File: src/rtl/evg_pkg.sv
// rtl/evg_pkg.sv - shared event generator types and constants
package evg_pkg;

    localparam int EVENTCODE_WIDTH = 8;
    localparam logic [EVENTCODE_WIDTH-1:0] NULL_CODE = 8'h00;
    localparam logic [EVENTCODE_WIDTH-1:0] DEFAULT_HEARTBEAT_CODE = 8'h7A;

    // Which source owns the transmitter event slot this cycle
    typedef enum logic [2:0] {
        SRC_NONE,
        SRC_SEQ,
        SRC_HB,
        SRC_HW,
        SRC_SW
    } evgSrc_t;

    // Software starvation guard states
    typedef enum logic [1:0] {
        IDLE,
        WAIT,
        PROMOTED
    } evgGuardState_t;

endpackage

File: src/rtl/evg_sat_counter.sv
// rtl/evg_sat_counter.sv - saturating statistics counter with synchronous clear
module evg_sat_counter #(
    parameter int WIDTH = 16
) (
    input  logic             clk,
    input  logic             rst,
    input  logic             clear,
    input  logic             inc,
    output logic [WIDTH-1:0] count
);

    // Clear wins over increment; the count sticks at all-ones
    always_ff @(posedge clk) begin
        if (rst || clear) begin
            count <= '0;
        end else if (inc && (count != '1)) begin
            count <= count + 1'b1;
        end
    end

endmodule

File: src/rtl/evg_event_arbiter.sv
// rtl/evg_event_arbiter.sv - event code source arbiter; EVG_ARB_STARVATION_GUARD_EN enables software promotion
module evg_event_arbiter
    import evg_pkg::*;
#(
    parameter logic [EVENTCODE_WIDTH-1:0] HEARTBEAT_EVENT_CODE = DEFAULT_HEARTBEAT_CODE,
    parameter int STARVE_LIMIT = 64,
    parameter int STAT_WIDTH = 16
) (
    input  logic                       evgTxClk,
    input  logic                       evgTxRst,
    input  logic [EVENTCODE_WIDTH-1:0] evgSequenceEventTDATA,
    input  logic                       evgSequenceEventTVALID,
    input  logic                       evgHeartbeatRequest,
    input  logic [EVENTCODE_WIDTH-1:0] evgHardwareEventTDATA,
    input  logic                       evgHardwareEventTVALID,
    output logic                       evgHardwareEventTREADY,
    input  logic [EVENTCODE_WIDTH-1:0] evgSoftwareEventTDATA,
    input  logic                       evgSoftwareEventTVALID,
    output logic                       evgSoftwareEventTREADY,
    input  logic                       evgStatClear,
    output logic [EVENTCODE_WIDTH-1:0] evgEventCode,
    output logic                       evgEventValid,
    output logic [STAT_WIDTH-1:0]      evgHeartbeatOverrun,
    output logic [STAT_WIDTH-1:0]      evgNullDiscards,
    output logic [STAT_WIDTH-1:0]      evgSoftwareStalls
);

    evgSrc_t grant;
    logic    hbPend;
    logic    swPromoted;
    logic    overrunInc;
    logic    nullInc;
    logic    stallInc;

`ifdef EVG_ARB_STARVATION_GUARD_EN
    localparam int WAIT_W = $clog2(STARVE_LIMIT + 1);
    localparam logic [WAIT_W-1:0] WAIT_LIMIT = WAIT_W'(STARVE_LIMIT);

    evgGuardState_t    guardState;
    logic [WAIT_W-1:0] waitCnt;

    assign swPromoted = (guardState == PROMOTED);

    // Count consecutive ungranted software cycles and promote at the limit
    always_ff @(posedge evgTxClk) begin
        if (evgTxRst) begin
            guardState <= IDLE;
            waitCnt    <= '0;
        end else if (!evgSoftwareEventTVALID || (grant == SRC_SW)) begin
            guardState <= IDLE;
            waitCnt    <= '0;
        end else begin
            case (guardState)
                IDLE: begin
                    waitCnt    <= WAIT_W'(1);
                    guardState <= (WAIT_LIMIT <= WAIT_W'(1)) ? PROMOTED : WAIT;
                end
                WAIT: begin
                    waitCnt <= waitCnt + 1'b1;
                    if ((waitCnt + 1'b1) == WAIT_LIMIT) begin
                        guardState <= PROMOTED;
                    end
                end
                default: begin
                end
            endcase
        end
    end
`else
    localparam int unusedStarveLimit = STARVE_LIMIT;

    assign swPromoted = 1'b0;
`endif

    // Fixed priority; a promoted software source only yields to the sequencer
    always_comb begin
        grant = SRC_NONE;
        if (evgTxRst) begin
            grant = SRC_NONE;
        end else if (evgSequenceEventTVALID) begin
            grant = SRC_SEQ;
        end else if (swPromoted && evgSoftwareEventTVALID) begin
            grant = SRC_SW;
        end else if (hbPend) begin
            grant = SRC_HB;
        end else if (evgHardwareEventTVALID) begin
            grant = SRC_HW;
        end else if (evgSoftwareEventTVALID) begin
            grant = SRC_SW;
        end
    end

    assign evgHardwareEventTREADY = (grant == SRC_HW);
    assign evgSoftwareEventTREADY = (grant == SRC_SW);

    // A new request re-arms the flag even in the cycle the old one is granted
    always_ff @(posedge evgTxClk) begin
        if (evgTxRst) begin
            hbPend <= 1'b0;
        end else if (evgHeartbeatRequest) begin
            hbPend <= 1'b1;
        end else if (grant == SRC_HB) begin
            hbPend <= 1'b0;
        end
    end

    // Register the granted code; code 0 always leaves the slot null
    always_ff @(posedge evgTxClk) begin
        if (evgTxRst) begin
            evgEventCode  <= NULL_CODE;
            evgEventValid <= 1'b0;
        end else begin
            case (grant)
                SRC_SEQ: begin
                    evgEventCode  <= evgSequenceEventTDATA;
                    evgEventValid <= (evgSequenceEventTDATA != NULL_CODE);
                end
                SRC_HB: begin
                    evgEventCode  <= HEARTBEAT_EVENT_CODE;
                    evgEventValid <= (HEARTBEAT_EVENT_CODE != NULL_CODE);
                end
                SRC_HW: begin
                    evgEventCode  <= evgHardwareEventTDATA;
                    evgEventValid <= (evgHardwareEventTDATA != NULL_CODE);
                end
                SRC_SW: begin
                    evgEventCode  <= evgSoftwareEventTDATA;
                    evgEventValid <= (evgSoftwareEventTDATA != NULL_CODE);
                end
                default: begin
                    evgEventCode  <= NULL_CODE;
                    evgEventValid <= 1'b0;
                end
            endcase
        end
    end

    assign overrunInc = evgHeartbeatRequest && hbPend && (grant != SRC_HB);
    assign nullInc    = (evgHardwareEventTREADY && (evgHardwareEventTDATA == NULL_CODE)) ||
                        (evgSoftwareEventTREADY && (evgSoftwareEventTDATA == NULL_CODE));
    assign stallInc   = evgSoftwareEventTVALID && !evgSoftwareEventTREADY;

    evg_sat_counter #(.WIDTH(STAT_WIDTH)) overrunCounter (
        .clk   (evgTxClk),
        .rst   (evgTxRst),
        .clear (evgStatClear),
        .inc   (overrunInc),
        .count (evgHeartbeatOverrun)
    );

    evg_sat_counter #(.WIDTH(STAT_WIDTH)) nullCounter (
        .clk   (evgTxClk),
        .rst   (evgTxRst),
        .clear (evgStatClear),
        .inc   (nullInc),
        .count (evgNullDiscards)
    );

    evg_sat_counter #(.WIDTH(STAT_WIDTH)) stallCounter (
        .clk   (evgTxClk),
        .rst   (evgTxRst),
        .clear (evgStatClear),
        .inc   (stallInc),
        .count (evgSoftwareStalls)
    );

endmodule
File: config.mk
export PLATFORM = sky130hd
export DESIGN_NAME = evg_event_arbiter
export DESIGN_NICKNAME = d
export VERILOG_FILES = /design/src/rtl/evg_pkg.sv /design/src/rtl/evg_sat_counter.sv /design/src/rtl/evg_event_arbiter.sv
export SDC_FILE = /design/constraint.sdc
export NUM_CORES = 1
export LEC_CHECK = 0
export ABC_AREA = 0
export CORE_MARGIN = 2
export CORE_UTILIZATION = 35
export DETAILED_ROUTE_END_ITERATION = 10
export SYNTH_ARGS = -nofsm -noshare
export SYNTH_HDL_FRONTEND = slang
export SYNTH_SLANG_ARGS = --single-unit
File: constraint.sdc
create_clock -name evgTxClk -period 3 [get_ports evgTxClk]
set_input_delay 0.6 -clock evgTxClk [delete_from_list [all_inputs] [get_ports evgTxClk]]
set_output_delay 0.6 -clock evgTxClk [all_outputs]
set_load 0.02 [all_outputs]
==> implementation parameters <==
Parameter                              Value

Pwr
  Power density normalized to cell area    394 mW/mm²
  P_leak    1.36 nW
  IR Drop Worst-Case VDD    0.000229 V
  Power, Total    0.00162 W

STA
  Clock tree skew after final layout    0.00598 ns
  Final count of pins violating max slew    0
  Tightest slew margin relative to the limit    45.9%
  Setup repair after global routing missed its margin    no
  Highest Clock Rate    347 MHz
  Fin crit share    96.0%
  Post-route setup TNS    0 ns
  Endpoints failing hold    0
  Clock period minus worst slack    2.88 ns
  Setup Viol. Count Final    0
  Transition time at the pin with the least slew margin    0.809 ns

Cells and area
  Inserted Diodes    0
  Fraction of final layout cells sized beyond drive strength 1    8.91%
  Commonest non-fill, non-tap cells in the layout    sky130_fd_sc_hd__clkdlybuf4s50_1 (89), sky130_fd_sc_hd__dfxtp_1 (58), sky130_fd_sc_hd__nor2_1 (52)
  Layout-stage area growth over the synthesis result    42.7%
  Final-stage net count    478
  Most common cell after layout, fill and taps aside    sky130_fd_sc_hd__clkdlybuf4s50_1
  Number of filler cells placed in the layout    810

Drt
  Number of nets with antenna violations after detailed routing    0
  Wirelength per Cell    14.0 µm
  Average via count per standard cell    5.23
  Detailed-routing iteration count for the pre-antenna-repair pass    4
  Routed WL    7.76 mm
  Violation count after the first detailed-route iteration    99
  Vias    2895
  Post-detailed-route DRC marker count    0

Placement
  Routability Congestion    0.884
  Dpl hpwl    5.77 mm
  Number of port buffers    89

Yosys
  Combined area of all synthesized cells    0.00288 mm²
  Post-synth ARST share    0%
  Predominant post-synthesis flop cell    sky130_fd_sc_hd__dfxtp_1
  Syn Area/Cell    8.23 µm²
  Cell taking the most area after synthesis    sky130_fd_sc_hd__dfxtp_1
  Warnings, synthesis    0
  Total nets after synthesis    384
  Number of enable flip-flop cells after synthesis    0
  FF+latch count, synth    58
  Share of the yosys chip area belonging to registers    40.3%
  Cell count after synthesis    350
  Top-area cell type share of the netlist area    40.3%
  Ranking of synthesized cells by area    sky130_fd_sc_hd__dfxtp_1 (40%), sky130_fd_sc_hd__nor2_1 (6.8%), sky130_fd_sc_hd__xnor2_1 (6.1%)
  Number of distinct standard cells referenced by the synthesized netlist    45

Clocking
  Clock latency at the later pin of the worst-skew pair    0.33 ns
  Register clock-pin slew on the reported worst setup and hold paths    0.06 ns
  TritonCTS clock tree    done
  Total clock buffers created by CTS    9
  Setup fix buffers added after clock tree synthesis    0
  CTS sink count    58
  Number of H-tree branching levels    3
  Buffers from clock root to sink, at most    2
  Clock Root Buffer    sky130_fd_sc_hd__clkbuf_8

Worst setup path
  Arrival time at the worst endpoint    2.28 ns
  Worst path bufs/invs    2
  Element type at the critical path start    primary input
  Kind of critical path    in2out
  Worst reg-to-reg path cell count    6
  Critical-path cell list    clkdlybuf4s50_1, nor4_4, and2_1, clkdlybuf4s50_1
  Depth of the critical timing path with buffers and inverters included    4
  Library cell contributing the largest single delay on the critical path    sky130_fd_sc_hd__clkdlybuf4s50_1
  Crit path max fanout    5
  Delay of the slowest cell on the worst path    0.60 ns
  Most used cell along the critical path    sky130_fd_sc_hd__clkdlybuf4s50_1
  CP endpoint kind    output pin
  Worst path top cell family by delay    buffers and inverters
  Data required time at the worst endpoint    2.40 ns

Min path
  Worst min path class    reg2reg
  Hold Path Cell Cnt    2

Floorplanning
  Number of core rows    33
  Height of the die    94.7 µm
  Boundary Pins    90
  Horiz. Die Dim    94.7 µm
  Die ar.    0.00897 mm²
  Effective utilization at floorplan    35.6%
  Floorplan core area    0.00809 mm²

Global route
  Total gr overflow    0
  Initial antenna violation count    0
  Via count of the first global-routing pass    2771
  Maximum number of pins on one net before global-route repair    32
  Global-route wire length before repair    12.7 mm
  GRT Total Usage    17.7%

Outcome
  Status    complete, no violations

Run
  Number of maximum-capacitance violations    0
==> worst register-to-register path: cells and delay by family, from the launching register on <==
family,cells,cell delay [ns]
compound gates,1,0.30
xor+xnor,1,0.15
fa+ha+maj,1,0.41
flops,1,0.47
simple gates,3,0.90
==> cell usage after synthesis (6+ instances only) <==
library cell	instances
sky130_fd_sc_hd__nor3_1	10
sky130_fd_sc_hd__clkbuf_1	13
sky130_fd_sc_hd__xor2_1	13
sky130_fd_sc_hd__nor4_1	11
sky130_fd_sc_hd__dfxtp_1	58
sky130_fd_sc_hd__nand3_1	19
sky130_fd_sc_hd__nand2_1	27
sky130_fd_sc_hd__o21ai_0	13
sky130_fd_sc_hd__nor2_1	52
sky130_fd_sc_hd__inv_1	6
sky130_fd_sc_hd__xnor2_1	20
sky130_fd_sc_hd__a21oi_1	21
sky130_fd_sc_hd__nand4_1	16
==> routing by layer <==
layer | global-route usage [%] | up-vias | wire length (µm)
met5 | 0 | - | 0
met4 | 7.85 | 0 | 145
met3 | 3.27 | 12 | 260
met2 | 28.8 | 72 | 3800
met1 | 22.9 | 1352 | 3550
li1 | - | 1459 | -
==> cell type report <==
cell class | count | area [µm²] | share of cell area [%]
clock buffer | 9 | 124 | 3.01
clock inverter | 7 | 60.1 | 1.46
inverter | 6 | 22.5 | 0.548
multi-input combinational | 268 | 1630 | 39.7
sequential | 58 | 1160 | 28.2
tap | 105 | 131 | 3.19
timing repair buffer | 101 | 981 | 23.9
==> metrics by stage <==
| step | utilization [%] | setup WS [ns] | cells | hold WS [ns] | cell area [µm²] |
|---|---|---|---|---|---|
| 2_1_floorplan | - | 0.511 | 350 | 0.553 | 2880 |
| 3_3_place_gp | 48.4 | 0.144 | 538 | 0.489 | 3920 |
| 3_5_place_dp | 48.4 | 0.105 | 538 | 0.505 | 3920 |
| 4_1_cts | 50.7 | 0.108 | 554 | 0.520 | 4100 |
| 5_1_grt | 50.8 | 0.0257 | 554 | 0.541 | 4110 |
| 6_report | 50.8 | 0.121 | 554 | 0.520 | 4110 |
==> flip-flops by register name (all words and copies together) (netlist names) <==
signal and flops:
evgEventValid 1, overrunCounter.count 16, nullCounter.count 16, evgEventCode 8, hbPend 1, stallCounter.count 16
==> where the power goes <==
part	switching, W	leakage (nW)	total, W	internal (W)
clock network	0.000306	0.102	0.000680	0.000374
registers	0.00000779	0.470	0.000789	0.000781
logic	0.0000724	0.791	0.000149	0.0000770
total	0.000386	1.36	0.00162	0.00123
==> cells by family (layout without fill, tap and decap cells) <==
| logic type | count (synthesis) | in the layout | synth area share [%] |
|---|---|---|---|
| xor gates and xnor gates | 33 | 33 | 10.0 |
| adders and majority gates | 3 | 3 | 1.30 |
| buffers and inverters | 24 | 123 | 3.56 |
| AOI/OAI and AO/OA | 62 | 62 | 13.9 |
| DFF | 58 | 58 | 40.3 |
| and+or+nand+nor | 168 | 168 | 30.2 |
| muxes | 2 | 2 | 0.695 |
==> worst paths after layout <==
path / start / to / slack, ns
worst min register to register: nullCounter.count[7]$_SDFFE_PP0P_ / nullCounter.count[7]$_SDFFE_PP0P_ / 0.52
worst min-delay path: nullCounter.count[7]$_SDFFE_PP0P_ / nullCounter.count[7]$_SDFFE_PP0P_ / 0.52
worst max-delay path: evgHardwareEventTVALID / evgSoftwareEventTREADY / 0.12
worst max register to register: nullCounter.count[0]$_SDFFE_PP0P_ / nullCounter.count[14]$_SDFFE_PP0P_ / 0.62
==> what timing repair did <==
| item | 4_1_cts | 5_1_grt |
|---|---|---|
| hold buffers | 0 | 0 |
| setup endpoints to repair | 0 | 1 |
| resized for setup | 0 | 1 |
| hold endpoints to repair | 0 | 0 |
Power figures use the tool's default switching activity.
